<file path="config.mk">
export PLATFORM = sky130hd
export DESIGN_NAME = core_clk_rst_ctrl
export DESIGN_NICKNAME = d
export VERILOG_FILES = /design/src/rtl/core_clk_rst_ctrl.sv
export SDC_FILE = /design/constraint.sdc
export NUM_CORES = 1
export LEC_CHECK = 0
export BUFFER_PORTS_ARGS = -buffer_cell sky130_fd_sc_hd__buf_4
export CORE_ASPECT_RATIO = 1.1
export CORE_MARGIN = 10
export CORE_UTILIZATION = 51
export DETAILED_ROUTE_END_ITERATION = 7
export PLACE_DENSITY_LB_ADDON = 0.2
export SKIP_LAST_GASP = 1
export SYNTH_ARGS = -nofsm -noshare
export SYNTH_HDL_FRONTEND = slang
export SYNTH_SLANG_ARGS = --single-unit
export TNS_END_PERCENT = 1
</file>
<file path="constraint.sdc">
create_clock -name clk -period 6.4 [get_ports clk]
set_input_delay 1.6 -clock clk [delete_from_list [all_inputs] [get_ports clk]]
set_output_delay 1.6 -clock clk [all_outputs]
set_load 0.02 [all_outputs]
</file>
<file path="src/rtl/core_clk_rst_ctrl.sv">
// -----------------------------------------------------------------------------
// core_clk_rst_ctrl
//
// Clock-enable, reset and run-window controller for the CPU core. A single
// system clock is shared by every domain; each downstream domain (core,
// instruction ROM, ...) advances only on the cycles its clock-enable pulses.
// The block also sequences the core reset and bounds how long the core runs.
//
// Life cycle:
//   HOLD -> core held in reset for HOLD cycles after reset release
//   IDLE -> core still in reset, waiting for start
//   RUN  -> core released, enables pulsing, RUN cycles counted
//   DONE -> enables stopped, core left out of reset so its state can be read
//
// Ports:
//   clk        system clock, all logic on the rising edge
//   rst        asynchronous active-low reset; release is synchronised
//   div        per-channel divide ratio, channel i at [i*DIVW +: DIVW]; 0 acts as 1
//   start      start request (IDLE -> RUN) or restart request (DONE -> HOLD)
//   halt       core halt request, ends the run window
//   run_limit  run window length in cycles, 0 means unlimited
//   core_rst_n active-low core reset
//   ce         per-channel single-cycle clock-enable pulses
//   run        high while in RUN
//   done       high while in DONE
//   timeout    DONE was reached because run_limit expired
//   cycles     number of RUN cycles elapsed (saturating)
//   state      current state: HOLD=0, IDLE=1, RUN=2, DONE=3
// -----------------------------------------------------------------------------
module core_clk_rst_ctrl #(
  parameter int NCH  = 2,
  parameter int DIVW = 8,
  parameter int HOLD = 4,
  parameter int CNTW = 32
) (
  input  logic                  clk,
  input  logic                  rst,
  input  logic [NCH*DIVW-1:0]   div,
  input  logic                  start,
  input  logic                  halt,
  input  logic [CNTW-1:0]       run_limit,
  output logic                  core_rst_n,
  output logic [NCH-1:0]        ce,
  output logic                  run,
  output logic                  done,
  output logic                  timeout,
  output logic [CNTW-1:0]       cycles,
  output logic [1:0]            state
);

  // Hold counter only has to count 0 .. HOLD-1.
  localparam int            HW        = (HOLD > 1) ? $clog2(HOLD) : 1;
  localparam logic [HW-1:0] HOLD_LAST = HW'(HOLD - 1);

  typedef enum logic [1:0] {
    ST_HOLD = 2'd0,
    ST_IDLE = 2'd1,
    ST_RUN  = 2'd2,
    ST_DONE = 2'd3
  } state_e;

  state_e          state_q, state_d;
  logic [1:0]      sync_q;
  logic            rst_s;
  logic [HW-1:0]   hold_q, hold_d;
  logic [CNTW-1:0] cycles_q, cycles_d;
  logic            timeout_q, timeout_d;
  logic            run_q, done_q, core_rst_n_q;

  logic [CNTW:0]   cycles_p1;
  logic [CNTW-1:0] cycles_inc;
  logic            limit_hit;

  // Two-flop synchroniser for reset release. Assertion bypasses it through
  // the asynchronous clear; only the rising edge of rst is synchronised, so
  // rst_s goes high on the second clock edge after rst rises.
  always_ff @(posedge clk or negedge rst) begin
    if (!rst) begin
      sync_q <= 2'b00;
    end else begin
      sync_q <= {sync_q[0], 1'b1};
    end
  end

  assign rst_s = sync_q[1];

  // Cycle count arithmetic is done one bit wider so that the all-ones value
  // neither wraps to zero nor accidentally matches run_limit after wrapping.
  assign cycles_p1  = {1'b0, cycles_q} + (CNTW+1)'(1);
  assign cycles_inc = cycles_p1[CNTW] ? {CNTW{1'b1}} : cycles_p1[CNTW-1:0];
  assign limit_hit  = (run_limit != '0) && (cycles_p1 == {1'b0, run_limit});

  // Next-state logic. halt has priority over the run limit, so a halt in the
  // last permitted cycle still reports a clean (non-timeout) finish. The limit
  // comparison is an exact match against the live run_limit, so lowering it
  // below the cycles already run never stops the run retroactively.
  always_comb begin
    state_d   = state_q;
    hold_d    = hold_q;
    cycles_d  = cycles_q;
    timeout_d = timeout_q;

    case (state_q)
      ST_HOLD: begin
        if (rst_s) begin
          if (hold_q == HOLD_LAST) begin
            state_d = ST_IDLE;
            hold_d  = '0;
          end else begin
            hold_d = hold_q + HW'(1);
          end
        end
      end

      ST_IDLE: begin
        if (start) begin
          state_d   = ST_RUN;
          cycles_d  = '0;
          timeout_d = 1'b0;
        end
      end

      ST_RUN: begin
        if (halt) begin
          state_d   = ST_DONE;
          cycles_d  = cycles_inc;
          timeout_d = 1'b0;
        end else if (limit_hit) begin
          state_d   = ST_DONE;
          cycles_d  = run_limit;
          timeout_d = 1'b1;
        end else begin
          cycles_d = cycles_inc;
        end
      end

      ST_DONE: begin
        if (start) begin
          state_d = ST_HOLD;
          hold_d  = '0;
        end
      end

      default: begin
        state_d = ST_HOLD;
        hold_d  = '0;
      end
    endcase
  end

  // State and status registers. The status outputs are decoded from the
  // next state so they change on the same edge as the state itself; the core
  // reset is released on the edge that enters RUN and stays released in DONE.
  always_ff @(posedge clk or negedge rst) begin
    if (!rst) begin
      state_q      <= ST_HOLD;
      hold_q       <= '0;
      cycles_q     <= '0;
      timeout_q    <= 1'b0;
      run_q        <= 1'b0;
      done_q       <= 1'b0;
      core_rst_n_q <= 1'b0;
    end else begin
      state_q      <= state_d;
      hold_q       <= hold_d;
      cycles_q     <= cycles_d;
      timeout_q    <= timeout_d;
      run_q        <= (state_d == ST_RUN);
      done_q       <= (state_d == ST_DONE);
      core_rst_n_q <= (state_d == ST_RUN) || (state_d == ST_DONE);
    end
  end

  // Clock-enable channels. Each channel counts RUN cycles modulo its ratio
  // and pulses when the counter is zero, so the first RUN cycle pulses every
  // channel. The wrap test uses ">=" so that lowering the ratio below the
  // current count wraps on the next edge instead of running the counter all
  // the way round. Outside RUN the counters sit at zero, ready for the next
  // start. ce depends only on flops, never directly on inputs.
  for (genvar g = 0; g < NCH; g++) begin : g_chan
    logic [DIVW-1:0] div_raw;
    logic [DIVW-1:0] div_eff;
    logic [DIVW-1:0] cnt_q;
    logic [DIVW-1:0] cnt_d;
    logic [DIVW:0]   cnt_p1;

    assign div_raw = div[g*DIVW +: DIVW];
    assign div_eff = (div_raw == '0) ? DIVW'(1) : div_raw;
    assign cnt_p1  = {1'b0, cnt_q} + (DIVW+1)'(1);

    always_comb begin
      cnt_d = '0;
      if (state_q == ST_RUN) begin
        cnt_d = (cnt_p1 >= {1'b0, div_eff}) ? '0 : cnt_p1[DIVW-1:0];
      end
    end

    always_ff @(posedge clk or negedge rst) begin
      if (!rst) begin
        cnt_q <= '0;
      end else begin
        cnt_q <= cnt_d;
      end
    end

    assign ce[g] = run_q & (cnt_q == '0);
  end

  assign core_rst_n = core_rst_n_q;
  assign run        = run_q;
  assign done       = done_q;
  assign timeout    = timeout_q;
  assign cycles     = cycles_q;
  assign state      = state_q;

endmodule

</file>
==> impl_metrics.json <==
{
  "path_buf_inv": 1,
  "cp-end-kind": "flop",
  "synth_async_sr_flop_share": 1.00,
  "maxSlewViolCount": 0,
  "synth_top_area_share": 0.285,
  "synth.avg_cell_area_um2": 8.10,
  "final_nets": 761,
  "rr_endpoint": "cycles[20]",
  "r2r-start": "cycles[0]",
  "grt_pass1_wl_mm": 26.5,
  "arrival_ns": 5.07,
  "critical_path_depth": 10,
  "clk_path_buf_depth": 2,
  "min_to": "sync_q[1]",
  "cap_violations": 0,
  "core.rowCount": 38,
  "ant_nets": 0,
  "grt_pass1_vias": 5140,
  "stdcell_count": 812,
  "leakagePower_nw": 2.68,
  "ys_top_cells_by_area": "dfrtp_1 (29%), xnor2_1 (6.5%), ha_1 (5.4%), o21ai_0 (4.8%), nand3_1 (4.0%)",
  "num_vias": 5251,
  "holdPathStages": 0,
  "power_density_mw_per_mm2": 280,
  "post-cts-setup-buffer-count": 0,
  "clkTransAtPathRegs_ns": 0.07,
  "hold_ws_ns": 0.348,
  "ys_top_cells_by_count": "dfrtp_1 (58), o21ai_0 (49), nand3_1 (41)",
  "r2r_cells": 10,
  "grt_overflow": 0,
  "crit_family": "compound AO/OA/AOI/OAI gates",
  "min_period_over_period": 0.754,
  "antenna_found_initial": 0,
  "drtIter0Drc": 618,
  "dieWidth_um": 115,
  "numCtsBuffers": 9,
  "place_inst": 796,
  "dp_hpwl_mm": 11.7,
  "clock-sinks": 58,
  "syn-instance-count": 628,
  "r2r_slack_ns": 2.01,
  "synth-edff-count": 0,
  "htreeDepth": 3,
  "min_from": "sync_q[0]",
  "cp_slowest_stage_delay_ns": 0.65,
  "synth_flop_cell": "dfrtp_1",
  "firstDrtPassIters": 5,
  "max_freq_mhz": 207,
  "yosysSeqAreaShare": 0.285,
  "grt_busiest_layer": "met2",
  "use_met3": 0.0405,
  "fin_crit_ns": 4.83,
  "wirelength_mm": 16.1,
  "grt_max_degree": 59,
  "area_growth_syn_to_layout_pct": 18.0,
  "finish.utilization": 0.613,
  "cts_resized": 0,
  "cts_hold_buf": 0,
  "die-area_mm2": 0.0144,
  "slew_headroom": 0.192,
  "synth_top_area_cell": "dfrtp_1",
  "start_kind": "input port",
  "crit_type": "in2reg",
  "die_h_um": 125,
  "syn_area_mm2": 0.00509,
  "cp_max_fo": 24,
  "path_cells": "buf_4 -> xor3_1 -> a31oi_1 -> o2111ai_1 -> a2111oi_0 -> nand4_1 -> or4_1 -> or2_1 -> o211a_1 -> a211o_1",
  "setup_viol": 0,
  "critical-path-slowest-cell": "or4_1",
  "gr-usage-met1": 0.279,
  "synth_nets": 702,
  "place_area_mm2": 0.00573,
  "yosys_warnings": 0,
  "start_util": 0.519,
  "wl_per_cell_um": 19.9,
  "cts_tree": "yes",
  "diodes": 0,
  "setup_tns_ns": 0,
  "clockRootBuffer": "clkbuf_8",
  "io_buffers": 91,
  "rsz0062_at_grt": "false",
  "drive_gt1_frac": 0.184,
  "synth_most_common_cell": "dfrtp_1",
  "io_pins": 92,
  "worst_hold_path_type": "reg2reg",
  "gp_congestion": 0.943,
  "worst-endpoint-required_ns": 6.64,
  "status": "complete, no violations",
  "synth_seq_cells": 58,
  "hold_viol_final": 0,
  "grtUsageTotal": 0.223,
  "tightest_slew_ns": 1.21,
  "use_met2": 0.361,
  "peakVddDrop_uv": 166,
  "final_area_mm2": 0.00600,
  "drc": 0,
  "clk_latency_ns": 0.36,
  "post_drt_via_cell_ratio": 6.47,
  "synth.distinct_cells": 73,
  "core_mm2": 0.00979,
  "skew_ns": 0.0134
}
## metrics by stage
step	setup WS, ns	power [mW]
after floorplan	2.15	0.966
after global placement	1.35	1.19
after detailed placement	1.24	1.22
after CTS	1.59	1.69
after global routing	1.35	1.80
final	1.57	1.68
## layout make-up
cell class | instances | area, um2
timing repair buffer | 95 | 713
tap | 120 | 150
sequential | 58 | 1450
clock buffer | 11 | 141
multi-input combinational | 488 | 3290
fill | 882 | 3790
clock inverter | 5 | 125
inverter | 35 | 131
## sequential cells by signal, summed over array words and instances (netlist names)
register,cells
core_rst_n,1
cycles,32
done,1
g_chan.cnt_q,16
hold_q,2
run,1
state,2
sync_q,2
timeout,1
## power breakdown
group / internal, mW / leakage [nW] / switching, mW
Combinational: 0.280 / 1.77 / 0.414
Clock: 0.308 / 0.134 / 0.154
Sequential: 0.420 / 0.783 / 0.106
Total: 1.01 / 2.68 / 0.674
## per-layer routing
layer  vias up  wire [um]
met5         -          0
met4         0        479
met3        46       1260
met2       266       7800
met1      2501       6590
li1       2438          -
## cells in the final DEF (no fill, tap or decap), types with 3 or more instances in the layout
master and instances:
a211oi_1 5, a21o_1 12, a21oi_1 22, a22o_1 8, a311oi_1 4, a31oi_1 7
a41o_1 3, and2_1 4, and3_1 11, and4_1 8, buf_4 95, bufinv_16 4
clkbuf_8 10, dfrtp_1 58, ha_1 22, inv_1 35, mux2i_1 5, nand2_1 39
nand2b_1 9, nand3_1 41, nand4_1 27, nor2_1 30, nor2b_1 15, nor3_1 16
nor4_1 13, o2111ai_1 3, o211ai_1 10, o21ai_0 49, o21ai_1 5, o21bai_1 7
o22ai_1 5, o31ai_1 8, or3_1 3, or4_1 4, xnor2_1 38, xor2_1 12
## logic make-up (layout without fill, tap and decap cells)
kind of cell             count (synthesis)  count (layout)  share of synthesized area
multiplexers                             6               6                     0.0121
buffers and inverters                   82             146                     0.0708
flip-flops                              58              58                      0.285
XOR/XNOR                                51              51                     0.0908
adder cells (fa/ha/maj)                 22              22                     0.0541
other                                    1               1                   0.000737
AO/OA/AOI/OAI                          166             166                      0.216
AND/OR/NAND/NOR                        242             242                      0.270
## worst max path at each step
| stage | start | endpoint | slack (ns) |
|---|---|---|---|
| 2_1_floorplan | run_limit[2] | cycles[20] | 2.15 |
| 3_3_place_gp | run_limit[2] | cycles[20] | 1.35 |
| 3_5_place_dp | run_limit[2] | cycles[20] | 1.24 |
| 4_1_cts | run_limit[2] | cycles[20] | 1.59 |
| 5_1_grt | run_limit[2] | cycles[20] | 1.35 |
| 6_report | run_limit[2] | cycles[20] | 1.57 |
(Power assumes the default switching activity.)
